===== src/rtl/aes_pkg.sv =====
// Shared constants, state codes and helper types for the AES host controller.
package aes_pkg;

    localparam int KEY_WORDS = 60;
    localparam int MAX_WORDS = 16;
    localparam int TIMEOUT   = 255;

    localparam logic [1:0] MODE_ENC  = 2'd1;
    localparam logic [1:0] MODE_DEC  = 2'd2;
    localparam logic [2:0] CORE_DONE = 3'b111;

    localparam logic [2:0] S_IDLE      = 3'd0;
    localparam logic [2:0] S_LOAD_KEY  = 3'd1;
    localparam logic [2:0] S_LOAD_DATA = 3'd2;
    localparam logic [2:0] S_START     = 3'd3;
    localparam logic [2:0] S_WAIT_DONE = 3'd4;
    localparam logic [2:0] S_RD_ADDR   = 3'd5;
    localparam logic [2:0] S_RD_CAP    = 3'd6;
    localparam logic [2:0] S_RD_OUT    = 3'd7;

    // One registered write slot shared by the key and data BRAM ports.
    typedef struct packed {
        logic        vld;
        logic        isKey;
        logic [8:0]  addr;
        logic [31:0] dat;
    } wrPipe_t;

    function automatic logic cmdOk(input logic [1:0] mode, input logic [8:0] len,
                                   input logic [8:0] maxWords);
        return ((mode == MODE_ENC) || (mode == MODE_DEC)) && (len != 9'd0) &&
               (len[1:0] == 2'b00) && (len <= maxWords);
    endfunction

endpackage


===== src/rtl/aes_host_ctrl_if.sv =====
// Host/core/BRAM signal bundle for aes_host_ctrl; slave is the controller side.
interface aes_host_ctrl_if;

    logic        cmdValidIn;
    logic        cmdReadyOut;
    logic [1:0]  cmdModeIn;
    logic [8:0]  cmdLenIn;

    logic [31:0] keyWordIn;
    logic        keyValidIn;
    logic        keyReadyOut;

    logic [31:0] dataWordIn;
    logic        dataValidIn;
    logic        dataReadyOut;

    logic [7:0]  keyMemAddrOut;
    logic [31:0] keyMemDataOut;
    logic [3:0]  keyMemWeOut;

    logic [8:0]  dataMemAddrOut;
    logic [31:0] dataMemDataOut;
    logic [3:0]  dataMemWeOut;

    logic [1:0]  coreStartOut;
    logic [8:0]  coreLengthOut;
    logic [2:0]  coreDoneIn;

    logic [8:0]  resMemAddrOut;
    logic [31:0] resMemDataIn;

    logic [31:0] resWordOut;
    logic        resValidOut;
    logic        resReadyIn;

    logic        busyOut;
    logic        errOut;

    modport slave (
        input  cmdValidIn, cmdModeIn, cmdLenIn,
        input  keyWordIn, keyValidIn, dataWordIn, dataValidIn,
        input  coreDoneIn, resMemDataIn, resReadyIn,
        output cmdReadyOut, keyReadyOut, dataReadyOut,
        output keyMemAddrOut, keyMemDataOut, keyMemWeOut,
        output dataMemAddrOut, dataMemDataOut, dataMemWeOut,
        output coreStartOut, coreLengthOut, resMemAddrOut,
        output resWordOut, resValidOut, busyOut, errOut
    );

    modport master (
        output cmdValidIn, cmdModeIn, cmdLenIn,
        output keyWordIn, keyValidIn, dataWordIn, dataValidIn,
        output coreDoneIn, resMemDataIn, resReadyIn,
        input  cmdReadyOut, keyReadyOut, dataReadyOut,
        input  keyMemAddrOut, keyMemDataOut, keyMemWeOut,
        input  dataMemAddrOut, dataMemDataOut, dataMemWeOut,
        input  coreStartOut, coreLengthOut, resMemAddrOut,
        input  resWordOut, resValidOut, busyOut, errOut
    );

endinterface


===== src/rtl/aes_host_ctrl.sv =====
// Sequences one AES job: key and data into BRAM (writes land 1 cycle after each handshake), core start/wait, results out.
// Results take at least 3 cycles per word; resWordOut holds while resReadyIn is low, loads stall on valid/ready.
module aes_host_ctrl #(
    parameter int KEY_WORDS = aes_pkg::KEY_WORDS,
    parameter int MAX_WORDS = aes_pkg::MAX_WORDS,
    parameter int TIMEOUT   = aes_pkg::TIMEOUT
) (
    input  logic             clkIn,
    input  logic             resetIn,
    aes_host_ctrl_if.slave   bus
);

    import aes_pkg::*;

    logic [2:0]  state;
    logic [1:0]  modeReg;
    logic [8:0]  lenReg;
    logic [8:0]  wordCnt;
    logic [15:0] timer;
    logic [31:0] resWord;
    logic        errReg;
    wrPipe_t     pipe;

    logic keyHs;
    logic dataHs;
    logic cmdGood;
    logic lastKey;
    logic lastWord;
    logic coreActive;
    logic rdPhase;

    assign cmdGood    = cmdOk(bus.cmdModeIn, bus.cmdLenIn, 9'(MAX_WORDS));
    assign keyHs      = (state == S_LOAD_KEY)  && bus.keyValidIn;
    assign dataHs     = (state == S_LOAD_DATA) && bus.dataValidIn;
    assign lastKey    = (wordCnt == 9'(KEY_WORDS - 1));
    assign lastWord   = (wordCnt == (lenReg - 9'd1));
    assign coreActive = (state == S_START) || (state == S_WAIT_DONE);
    assign rdPhase    = (state == S_RD_ADDR) || (state == S_RD_CAP) || (state == S_RD_OUT);

    always_ff @(posedge clkIn) begin
        if (!resetIn) begin
            state   <= S_IDLE;
            modeReg <= 2'd0;
            lenReg  <= 9'd0;
            wordCnt <= 9'd0;
            timer   <= 16'd0;
            resWord <= 32'd0;
            errReg  <= 1'b0;
            pipe    <= '0;
        end else begin
            // Key and data writes go through the same slot, one cycle behind the handshake.
            pipe.vld   <= keyHs || dataHs;
            pipe.isKey <= keyHs;
            if (keyHs || dataHs) begin
                pipe.addr <= wordCnt;
                pipe.dat  <= keyHs ? bus.keyWordIn : bus.dataWordIn;
            end

            case (state)
                S_IDLE: begin
                    if (bus.cmdValidIn) begin
                        if (cmdGood) begin
                            modeReg <= bus.cmdModeIn;
                            lenReg  <= bus.cmdLenIn;
                            errReg  <= 1'b0;
                            wordCnt <= 9'd0;
                            state   <= S_LOAD_KEY;
                        end else begin
                            errReg  <= 1'b1;
                        end
                    end
                end
                S_LOAD_KEY: begin
                    if (keyHs) begin
                        if (lastKey) begin
                            wordCnt <= 9'd0;
                            state   <= S_LOAD_DATA;
                        end else begin
                            wordCnt <= wordCnt + 9'd1;
                        end
                    end
                end
                S_LOAD_DATA: begin
                    if (dataHs) begin
                        if (lastWord) begin
                            wordCnt <= 9'd0;
                            state   <= S_START;
                        end else begin
                            wordCnt <= wordCnt + 9'd1;
                        end
                    end
                end
                S_START: begin
                    timer <= 16'd0;
                    state <= S_WAIT_DONE;
                end
                S_WAIT_DONE: begin
                    // Completion wins over a timeout landing on the same cycle.
                    if (bus.coreDoneIn == CORE_DONE) begin
                        state <= S_RD_ADDR;
                    end else if (timer == 16'(TIMEOUT - 1)) begin
                        errReg <= 1'b1;
                        state  <= S_IDLE;
                    end else begin
                        timer <= timer + 16'd1;
                    end
                end
                S_RD_ADDR: begin
                    state <= S_RD_CAP;
                end
                S_RD_CAP: begin
                    resWord <= bus.resMemDataIn;
                    state   <= S_RD_OUT;
                end
                S_RD_OUT: begin
                    if (bus.resReadyIn) begin
                        if (lastWord) begin
                            wordCnt <= 9'd0;
                            state   <= S_IDLE;
                        end else begin
                            wordCnt <= wordCnt + 9'd1;
                            state   <= S_RD_ADDR;
                        end
                    end
                end
                default: begin
                    state <= S_IDLE;
                end
            endcase
        end
    end

    assign bus.cmdReadyOut    = (state == S_IDLE);
    assign bus.keyReadyOut    = (state == S_LOAD_KEY);
    assign bus.dataReadyOut   = (state == S_LOAD_DATA);

    assign bus.keyMemAddrOut  = pipe.addr[7:0];
    assign bus.keyMemDataOut  = pipe.dat;
    assign bus.keyMemWeOut    = (pipe.vld && pipe.isKey)  ? 4'hF : 4'h0;
    assign bus.dataMemAddrOut = pipe.addr;
    assign bus.dataMemDataOut = pipe.dat;
    assign bus.dataMemWeOut   = (pipe.vld && !pipe.isKey) ? 4'hF : 4'h0;

    assign bus.coreStartOut   = coreActive ? modeReg : 2'd0;
    assign bus.coreLengthOut  = lenReg;
    assign bus.resMemAddrOut  = rdPhase ? wordCnt : 9'd0;

    assign bus.resWordOut     = resWord;
    assign bus.resValidOut    = (state == S_RD_OUT);
    assign bus.busyOut        = (state != S_IDLE);
    assign bus.errOut         = errReg;

endmodule


===== src/flat_wrapper.sv =====
// flat-port wrapper written by rule: the top's interface ports become plain ports
module aes_host_ctrl_flat import aes_pkg::*;
#(
    parameter int KEY_WORDS = aes_pkg::KEY_WORDS,
    parameter int MAX_WORDS = aes_pkg::MAX_WORDS,
    parameter int TIMEOUT   = aes_pkg::TIMEOUT
)
  (clkIn, resetIn, bus_cmdValidIn, bus_cmdModeIn, bus_cmdLenIn, bus_keyWordIn, bus_keyValidIn, bus_dataWordIn, bus_dataValidIn, bus_coreDoneIn, bus_resMemDataIn, bus_resReadyIn, bus_cmdReadyOut, bus_keyReadyOut, bus_dataReadyOut, bus_keyMemAddrOut, bus_keyMemDataOut, bus_keyMemWeOut, bus_dataMemAddrOut, bus_dataMemDataOut, bus_dataMemWeOut, bus_coreStartOut, bus_coreLengthOut, bus_resMemAddrOut, bus_resWordOut, bus_resValidOut, bus_busyOut, bus_errOut);
  aes_host_ctrl_if bus_i ();
  input  logic clkIn;
  input  logic resetIn;
  input wire logic [$bits(bus_i.cmdValidIn)-1:0] bus_cmdValidIn;
  input wire logic [$bits(bus_i.cmdModeIn)-1:0] bus_cmdModeIn;
  input wire logic [$bits(bus_i.cmdLenIn)-1:0] bus_cmdLenIn;
  input wire logic [$bits(bus_i.keyWordIn)-1:0] bus_keyWordIn;
  input wire logic [$bits(bus_i.keyValidIn)-1:0] bus_keyValidIn;
  input wire logic [$bits(bus_i.dataWordIn)-1:0] bus_dataWordIn;
  input wire logic [$bits(bus_i.dataValidIn)-1:0] bus_dataValidIn;
  input wire logic [$bits(bus_i.coreDoneIn)-1:0] bus_coreDoneIn;
  input wire logic [$bits(bus_i.resMemDataIn)-1:0] bus_resMemDataIn;
  input wire logic [$bits(bus_i.resReadyIn)-1:0] bus_resReadyIn;
  output wire logic [$bits(bus_i.cmdReadyOut)-1:0] bus_cmdReadyOut;
  output wire logic [$bits(bus_i.keyReadyOut)-1:0] bus_keyReadyOut;
  output wire logic [$bits(bus_i.dataReadyOut)-1:0] bus_dataReadyOut;
  output wire logic [$bits(bus_i.keyMemAddrOut)-1:0] bus_keyMemAddrOut;
  output wire logic [$bits(bus_i.keyMemDataOut)-1:0] bus_keyMemDataOut;
  output wire logic [$bits(bus_i.keyMemWeOut)-1:0] bus_keyMemWeOut;
  output wire logic [$bits(bus_i.dataMemAddrOut)-1:0] bus_dataMemAddrOut;
  output wire logic [$bits(bus_i.dataMemDataOut)-1:0] bus_dataMemDataOut;
  output wire logic [$bits(bus_i.dataMemWeOut)-1:0] bus_dataMemWeOut;
  output wire logic [$bits(bus_i.coreStartOut)-1:0] bus_coreStartOut;
  output wire logic [$bits(bus_i.coreLengthOut)-1:0] bus_coreLengthOut;
  output wire logic [$bits(bus_i.resMemAddrOut)-1:0] bus_resMemAddrOut;
  output wire logic [$bits(bus_i.resWordOut)-1:0] bus_resWordOut;
  output wire logic [$bits(bus_i.resValidOut)-1:0] bus_resValidOut;
  output wire logic [$bits(bus_i.busyOut)-1:0] bus_busyOut;
  output wire logic [$bits(bus_i.errOut)-1:0] bus_errOut;
  assign bus_i.cmdValidIn = bus_cmdValidIn;
  assign bus_i.cmdModeIn = bus_cmdModeIn;
  assign bus_i.cmdLenIn = bus_cmdLenIn;
  assign bus_i.keyWordIn = bus_keyWordIn;
  assign bus_i.keyValidIn = bus_keyValidIn;
  assign bus_i.dataWordIn = bus_dataWordIn;
  assign bus_i.dataValidIn = bus_dataValidIn;
  assign bus_i.coreDoneIn = bus_coreDoneIn;
  assign bus_i.resMemDataIn = bus_resMemDataIn;
  assign bus_i.resReadyIn = bus_resReadyIn;
  assign bus_cmdReadyOut = bus_i.cmdReadyOut;
  assign bus_keyReadyOut = bus_i.keyReadyOut;
  assign bus_dataReadyOut = bus_i.dataReadyOut;
  assign bus_keyMemAddrOut = bus_i.keyMemAddrOut;
  assign bus_keyMemDataOut = bus_i.keyMemDataOut;
  assign bus_keyMemWeOut = bus_i.keyMemWeOut;
  assign bus_dataMemAddrOut = bus_i.dataMemAddrOut;
  assign bus_dataMemDataOut = bus_i.dataMemDataOut;
  assign bus_dataMemWeOut = bus_i.dataMemWeOut;
  assign bus_coreStartOut = bus_i.coreStartOut;
  assign bus_coreLengthOut = bus_i.coreLengthOut;
  assign bus_resMemAddrOut = bus_i.resMemAddrOut;
  assign bus_resWordOut = bus_i.resWordOut;
  assign bus_resValidOut = bus_i.resValidOut;
  assign bus_busyOut = bus_i.busyOut;
  assign bus_errOut = bus_i.errOut;
  aes_host_ctrl #(.KEY_WORDS(KEY_WORDS), .MAX_WORDS(MAX_WORDS), .TIMEOUT(TIMEOUT)) u_core (.clkIn(clkIn), .resetIn(resetIn), .bus(bus_i));
endmodule

===== config.mk =====
export PLATFORM = sky130hd
export DESIGN_NAME = aes_host_ctrl_flat
export DESIGN_NICKNAME = d
export VERILOG_FILES = /design/src/rtl/aes_pkg.sv /design/src/rtl/aes_host_ctrl_if.sv /design/src/rtl/aes_host_ctrl.sv /design/src/flat_wrapper.sv
export SDC_FILE = /design/constraint.sdc
export NUM_CORES = 1
export LEC_CHECK = 0
export ABC_CLOCK_PERIOD_IN_PS = 4400
export BUFFER_PORTS_ARGS = -buffer_cell sky130_fd_sc_hd__buf_2
export CORE_MARGIN = 2
export CORE_UTILIZATION = 52
export DETAILED_ROUTE_END_ITERATION = 12
export GPL_ROUTABILITY_DRIVEN = 0
export HOLD_SLACK_MARGIN = 0.15
export PLACE_DENSITY = 0.95
export SLEW_MARGIN = 20
export SYNTH_ARGS = -nofsm -noshare
export SYNTH_HDL_FRONTEND = slang
export SYNTH_SLANG_ARGS = --single-unit

===== constraint.sdc =====
create_clock -name clkIn -period 4.4 [get_ports clkIn]
set_input_delay 0.88 -clock clkIn [delete_from_list [all_inputs] [get_ports clkIn]]
set_output_delay 0.88 -clock clkIn [all_outputs]
set_load 0.005 [all_outputs]

==> results.sh, run 1 <==
export IMPL_synth_compound_area_frac=0.142
export IMPL_max_cap_viol_count=0
export IMPL_drv_slew=0
export IMPL_tightest_slew_ns=0.994
export IMPL_hpwl_um=12300
export IMPL_route_detailed_drc=0
export IMPL_num_vias=5645
export IMPL_antenna_found_initial=2
export IMPL_area_growth_pct=21.6
export IMPL_critical_path_arrival_ns=1.92
export IMPL_synthTopCellsByArea="dfxtp_1 38%, buf_4 11%, nand2_1 6.9%, mux2i_1 6.6%, a21oi_1 4.3%"
export IMPL_min_period_over_period=0.637
export IMPL_ios=263
export IMPL_wl_um=16700
export IMPL_required_ns=3.52
export IMPL_placed_cells_incl_taps=1014
export IMPL_die_area_um2=12600
export IMPL_first_global_vias=5068
export IMPL_synth_simple_area_share=0.231
export IMPL_grt_max_degree=59
export IMPL_synth_seq_cells=115
export IMPL_postRouteAntennaNets=0
export IMPL_tns_ns=0
export IMPL_cts_hold_buffers=0
export IMPL_p_leak_nw=3.24
export IMPL_clkTransAtPathRegs_ns=0.06
export IMPL_drive_above_1_share=0.348
export IMPL_grt_pass1_wl_um=25400
export IMPL_cts_buffers=17
export IMPL_via_per_inst=5.39
export IMPL_worst_setup_path_type="flip-flop to primary output"
export IMPL_p_total_mw=2.58
export IMPL_period_minus_slack_ns=2.80
export IMPL_drt_wirelength_per_cell_um=16.0
export IMPL_ys_types=68
export IMPL_yosysSeqAreaShare=0.379
export IMPL_setup_viol=0
export IMPL_synth_ff_type="dfxtp_1"
export IMPL_postSynthCellCount=736
export IMPL_post_cts_setup_buffers=0
export IMPL_finalNonFillerCells=1048
export IMPL_synthMuxAreaShare=0.0658
export IMPL_max_slew_margin_rel=0.337
export IMPL_clk_latency_ns=0.41
export IMPL_io_buffer_count=262
export IMPL_cellPowerDensity_nw_per_um2=349
export IMPL_cts_root_buffer="clkbuf_16"
export IMPL_async_flop_share=0
export IMPL_htree_levels=4
export IMPL_synth_top_cell_area_share=0.379
export IMPL_critPathMaxFanout=14
export IMPL_setup_worst_path_end_class="primary output"
export IMPL_start_util=0.533
export IMPL_synth_edff_count=0
export IMPL_grt_ovfl_total=0
export IMPL_synth_xor_area_frac=0.0302
export IMPL_r2r_slack_ns=1.68
export IMPL_outcome="finished clean"
export IMPL_clock_path_buffers=2
export IMPL_clock_sinks=115
export IMPL_syn_cell_area_um2=6080
export IMPL_std_cell_rows=39
export IMPL_fillers=929
export IMPL_hold_viol_final=0
export IMPL_synth_top_area_cell="dfxtp_1"
export IMPL_die_y_um=112
export IMPL_synthesis_nets=856
export IMPL_min_path_type="flip-flop to flip-flop"
export IMPL_postLayoutCoreUtil=0.647
export IMPL_dr_first_iter_drc_count=447
export IMPL_grt_total_usage=0.255
export IMPL_rsz0062_at_grt="false"
export IMPL_cts_tree="built"
export IMPL_synth_adder_area_share=0.00823
export IMPL_dieWidth_um=112
export IMPL_nets=1010
export IMPL_finClkSkew_ns=0.00442
export IMPL_synth_top_family_by_area="simple AND/OR/NAND/NOR gates"
export IMPL_ys_warn_count=0
export IMPL_fp_coreArea_um2=11400
export IMPL_cts_resized=0
export IMPL_firstDrtPassIters=5
export IMPL_max_freq_ghz=0.357
export IMPL_worstSetupStartpointType="flip-flop"
export IMPL_ir_worst_vdd_uv=294
export IMPL_syn_area_per_cell_um2=8.26
[sequential cells by signal, indices dropped and copies added (netlist names)]
name                       cells
u_core.bus.dataMemAddrOut      9
u_core.state                   3
u_core.bus.coreLengthOut       9
u_core.wordCnt                 9
u_core.pipe                    2
u_core.bus.resWordOut         32
u_core.timer                  16
u_core.modeReg                 2
u_core.bus.dataMemDataOut     32
u_core.bus.errOut              1
[layout by cell type (no fill, tap or decap), drive strengths merged, types with 3 or more instances in the layout]
cell type  instances
buf              266
dfxtp            115
nand2            112
nor2              61
a21oi             52
mux2i             40
a211oi            34
and2              24
nand3             19
clkbuf            19
xnor2             13
inv               12
nor3               9
o21ai              9
xor2               8
nand4              7
and3               6
nor2b              6
clkinvlp           6
or3                6
or4                6
nor4               6
o211ai             5
a31oi              5
o31ai              4
ha                 4
bufinv             4
nor4b              4
or2                3
a31o               3
o2111ai            3
[power breakdown]
part	leakage [nW]	total, mW	internal, mW	switching, mW
logic	2.03	0.104	0.0511	0.0527
registers	0.926	1.05	1.04	0.00161
clock network	0.282	1.43	0.945	0.484
[cell usage after synthesis, types with 3 or more instances]
cell type  count
nor4_1         4
a31oi_1        4
or3_1          5
a211oi_1      34
nand3_1       18
o211ai_1       5
dfxtp_1      115
and2_1        24
nor3_1         9
o21ai_0        6
mux2i_1       40
clkbuf_1      33
nand2_1      111
nor4b_1        3
or4_1          5
inv_1         10
and3_1         6
a21oi_1       52
o31ai_1        4
nand4_1        7
xor2_1         8
o21ai_1        3
xnor2_1       13
nor2_1        61
nor2b_1        6
ha_1           4
buf_4         87
buf_2          8
[layout make-up]
class,count,area [µm²],share of cell area
diodes,2,5.00,0.000677
clock buffers,19,433,0.0586
clock inverters,13,184,0.0249
inverters,11,41.3,0.00559
multi-input cells,479,2910,0.393
flip-flops and latches,115,2300,0.311
well taps,143,179,0.0242
repair buffers,266,1340,0.181
[cell families after synthesis]
group           Yosys count
compound gates          131
mux                      40
buf+inv                 142
fa+ha+maj                 4
xor+xnor                 21
flops                   115
simple gates            283
[metrics by stage]
step	hold slack (ns)	instance area, µm²	setup WS (ns)
after CTS	0.452	7390	1.61
after global routing	0.469	7390	1.41
after global placement	0.438	6770	1.33
final	0.449	7390	1.60
after detailed placement	0.444	6770	1.31
after floorplan	0.432	6080	1.77
[path summary, 6_finish.rpt]
kind / start / to / cells after the start
setup / recovery: u_core.state[0] / bus_resMemAddrOut[2] / 4
hold reg to reg: u_core.bus.resWordOut[21] / u_core.bus.resWordOut[21] / 2
setup reg to reg: u_core.state[0] / u_core.bus.dataMemDataOut[2] / 6
hold / removal: u_core.bus.resWordOut[21] / u_core.bus.resWordOut[21] / 2
[metal layers]
layer,vias up,wire (µm),global-route usage
met5,-,0,0
met2,254,8330,0.435
li1,2775,-,-
met3,24,1220,0.0697
met4,0,375,0.0935
met1,2592,6820,0.308
[critical path, stage by stage (launching register included)]
cell     delay [ns]
dfxtp_1        0.58
nor2_1         0.14
nor2b_1        0.48
and2_1         0.21
buf_2          0.11
(Power assumes the default switching activity.)
==> inputs of run 2 (changes only) <==
- ABC_CLOCK_PERIOD_IN_PS: 4400 -> 2400
- CORE_UTILIZATION: 52 -> 44
- PLACE_DENSITY: 0.95 -> 0.87
- clock period: 4.4 -> 2.4 ns (I/O delays scaled with it)
==> results.sh, run 2 (same netlist as run 1, synthesis figures left out) <==
export IMPL_outcome="finished clean"
export IMPL_clkTransAtPathRegs_ns=0.06
export IMPL_regToRegEndpoint="u_core.state[0]"
export IMPL_critPathMaxFanout=7
export IMPL_final_common_cell="buf_2"
export IMPL_grt_ovfl_total=0
export IMPL_die_area_um2=14800
export IMPL_dpl_cell_area_um2=6980
export IMPL_via_per_inst=5.21
export IMPL_worstSetupStartpointType="flip-flop"
export IMPL_tightest_slew_ns=0.679
export IMPL_grt_max_degree=74
export IMPL_switchingPower_mw=1.02
export IMPL_layout_common_cells="262 x buf_2, 114 x dfxtp_1, 111 x nand2_1"
export IMPL_p_leak_nw=3.33
export IMPL_worst_setup_path_type="flip-flop to flip-flop"
export IMPL_r2r_slack_ns=0.05
export IMPL_wl_um=16800
export IMPL_die_y_um=122
export IMPL_min_from="bus_resMemDataIn[16]"
export IMPL_p_total_mw=4.46
export IMPL_clock_path_buffers=2
export IMPL_route_detailed_drc=0
export IMPL_critical_path_arrival_ns=2.67
export IMPL_hold_viol_final=0
export IMPL_required_ns=2.72
export IMPL_final_seq_area_um2=2300
export IMPL_rsz0062_at_grt="true"
export IMPL_fp_coreArea_um2=13300
export IMPL_firstDrtPassIters=7
export IMPL_tns_ns=0
export IMPL_num_vias=5728
export IMPL_dieWidth_um=122
export IMPL_drive_above_1_share=0.368
export IMPL_ir_worst_vdd_uv=489
export IMPL_clkPwrFrac=0.525
export IMPL_finClkSkew_ns=0.00645
export IMPL_io_buffer_count=262
export IMPL_std_cell_rows=42
export IMPL_htree_levels=4
export IMPL_area_growth_pct=24.9
export IMPL_seqPwrFrac=0.430
export IMPL_drt_wirelength_per_cell_um=15.2
export IMPL_r2r_start="u_core.bus.coreLengthOut[1]"
export IMPL_max_slew_margin_rel=0.547
export IMPL_clock_sinks=115
export IMPL_postRouteAntennaNets=0
export IMPL_ios=263
export IMPL_setup_viol=0
export IMPL_cts_root_buffer="clkbuf_16"
export IMPL_stdcell_area_um2=7590
export IMPL_first_global_vias=5084
export IMPL_dr_first_iter_drc_count=350
export IMPL_period_minus_slack_ns=2.35
export IMPL_setup_worst_path_end_class="flip-flop"
export IMPL_grt_total_usage=0.218
export IMPL_cellPowerDensity_nw_per_um2=587
export IMPL_max_freq_ghz=0.426
export IMPL_worstHoldPathCells=3
export IMPL_start_util=0.456
export IMPL_clk_latency_ns=0.41
export IMPL_swShare=0.228
export IMPL_internal_power_mw=3.44
export IMPL_grt_pass1_wl_um=25200
export IMPL_multi_input_area_um2=2940
export IMPL_reg2reg_depth=8
export IMPL_nets=1029
export IMPL_fillers=1196
export IMPL_min_path_type="primary input to flip-flop"
export IMPL_hpwl_um=12600
export IMPL_postLayoutCoreUtil=0.569
export IMPL_whs_endpoint="u_core.bus.resWordOut[16]"
export IMPL_drv_slew=0
export IMPL_min_period_over_period=0.978
export IMPL_cts_buffers=17
export IMPL_power_frac_comb=0.045
export IMPL_antenna_found_initial=3
export IMPL_cts_tree="built"
export IMPL_timing_hold_ws_ns=0.305
export IMPL_max_cap_viol_count=0
run 2: cell count changes in the layout (fill, tap and decap cells not counted), moves of 2 or more:
cell       previous run  this run
clkinv_4              0         3
buf_4                 4        20
buf_12                0         3
bufinv_16             4         1
inv_6                 1         3
run 2: what timing repair did:
action,4_1_cts,5_1_grt
setup buffers,0,1
resized for setup,1,7
pin swaps,0,2
hold buffers,0,0
cloned,0,0
setup endpoints to repair,2,22
run 2: worst max-delay path: stages (launching register included):
cell       delay, ns
dfxtp_1         0.42
inv_1           0.12
ha_4            0.19
o21bai_1        0.15
a2111oi_1       0.41
a311o_1         0.20
nor2_1          0.08
or4b_1          0.50
a31oi_1         0.19
run 2: routing by layer:
| layer | GRT usage | vias to the layer above | part of all wire |
|---|---|---|---|
| li1 | - | 2812 | - |
| met1 | 0.261 | 2625 | 0.40 |
| met2 | 0.370 | 261 | 0.49 |
| met3 | 0.0646 | 30 | 0.080 |
| met4 | 0.0855 | 0 | 0.026 |
| met5 | 0 | - | 0 |
run 2: through the flow:
stage	std cells	worst slack, ns
5_1_grt	1100	-0.0547
2_1_floorplan	736	0.0390
3_5_place_dp	1065	-0.00162
6_report	1100	0.0524
4_1_cts	1097	-0.0136
3_3_place_gp	1065	0.122
run 2: worst max-delay path by stage:
stage	from	endpoint
after floorplan	u_core.bus.coreLengthOut[0]	u_core.state[0]
after global placement	u_core.bus.coreLengthOut[1]	u_core.wordCnt[2]
after detailed placement	u_core.bus.coreLengthOut[1]	u_core.wordCnt[2]
after CTS	u_core.bus.coreLengthOut[1]	u_core.wordCnt[2]
after global routing	u_core.bus.coreLengthOut[1]	u_core.state[0]
final	u_core.bus.coreLengthOut[1]	u_core.state[0]
run 2: final cells by class:
type,count,area share
multi-input cells,479,0.388
flip-flops and latches,115,0.303
repair buffers,285,0.200
clock buffers,18,0.0565
well taps,176,0.0290
clock inverters,14,0.0171
inverters,11,0.00544
diodes,2,0.000659
run 2: power groups by stage:
| stage | Combinational, mW | Sequential (mW) | Clock, mW |
|---|---|---|---|
| after global placement | 0.195 | 1.96 | 0 |
| after CTS | 0.200 | 1.92 | 2.38 |
| after detailed placement | 0.198 | 1.96 | 0 |
| after floorplan | 0.0748 | 1.96 | 0 |
| after global routing | 0.217 | 1.92 | 2.47 |
| final | 0.200 | 1.92 | 2.34 |
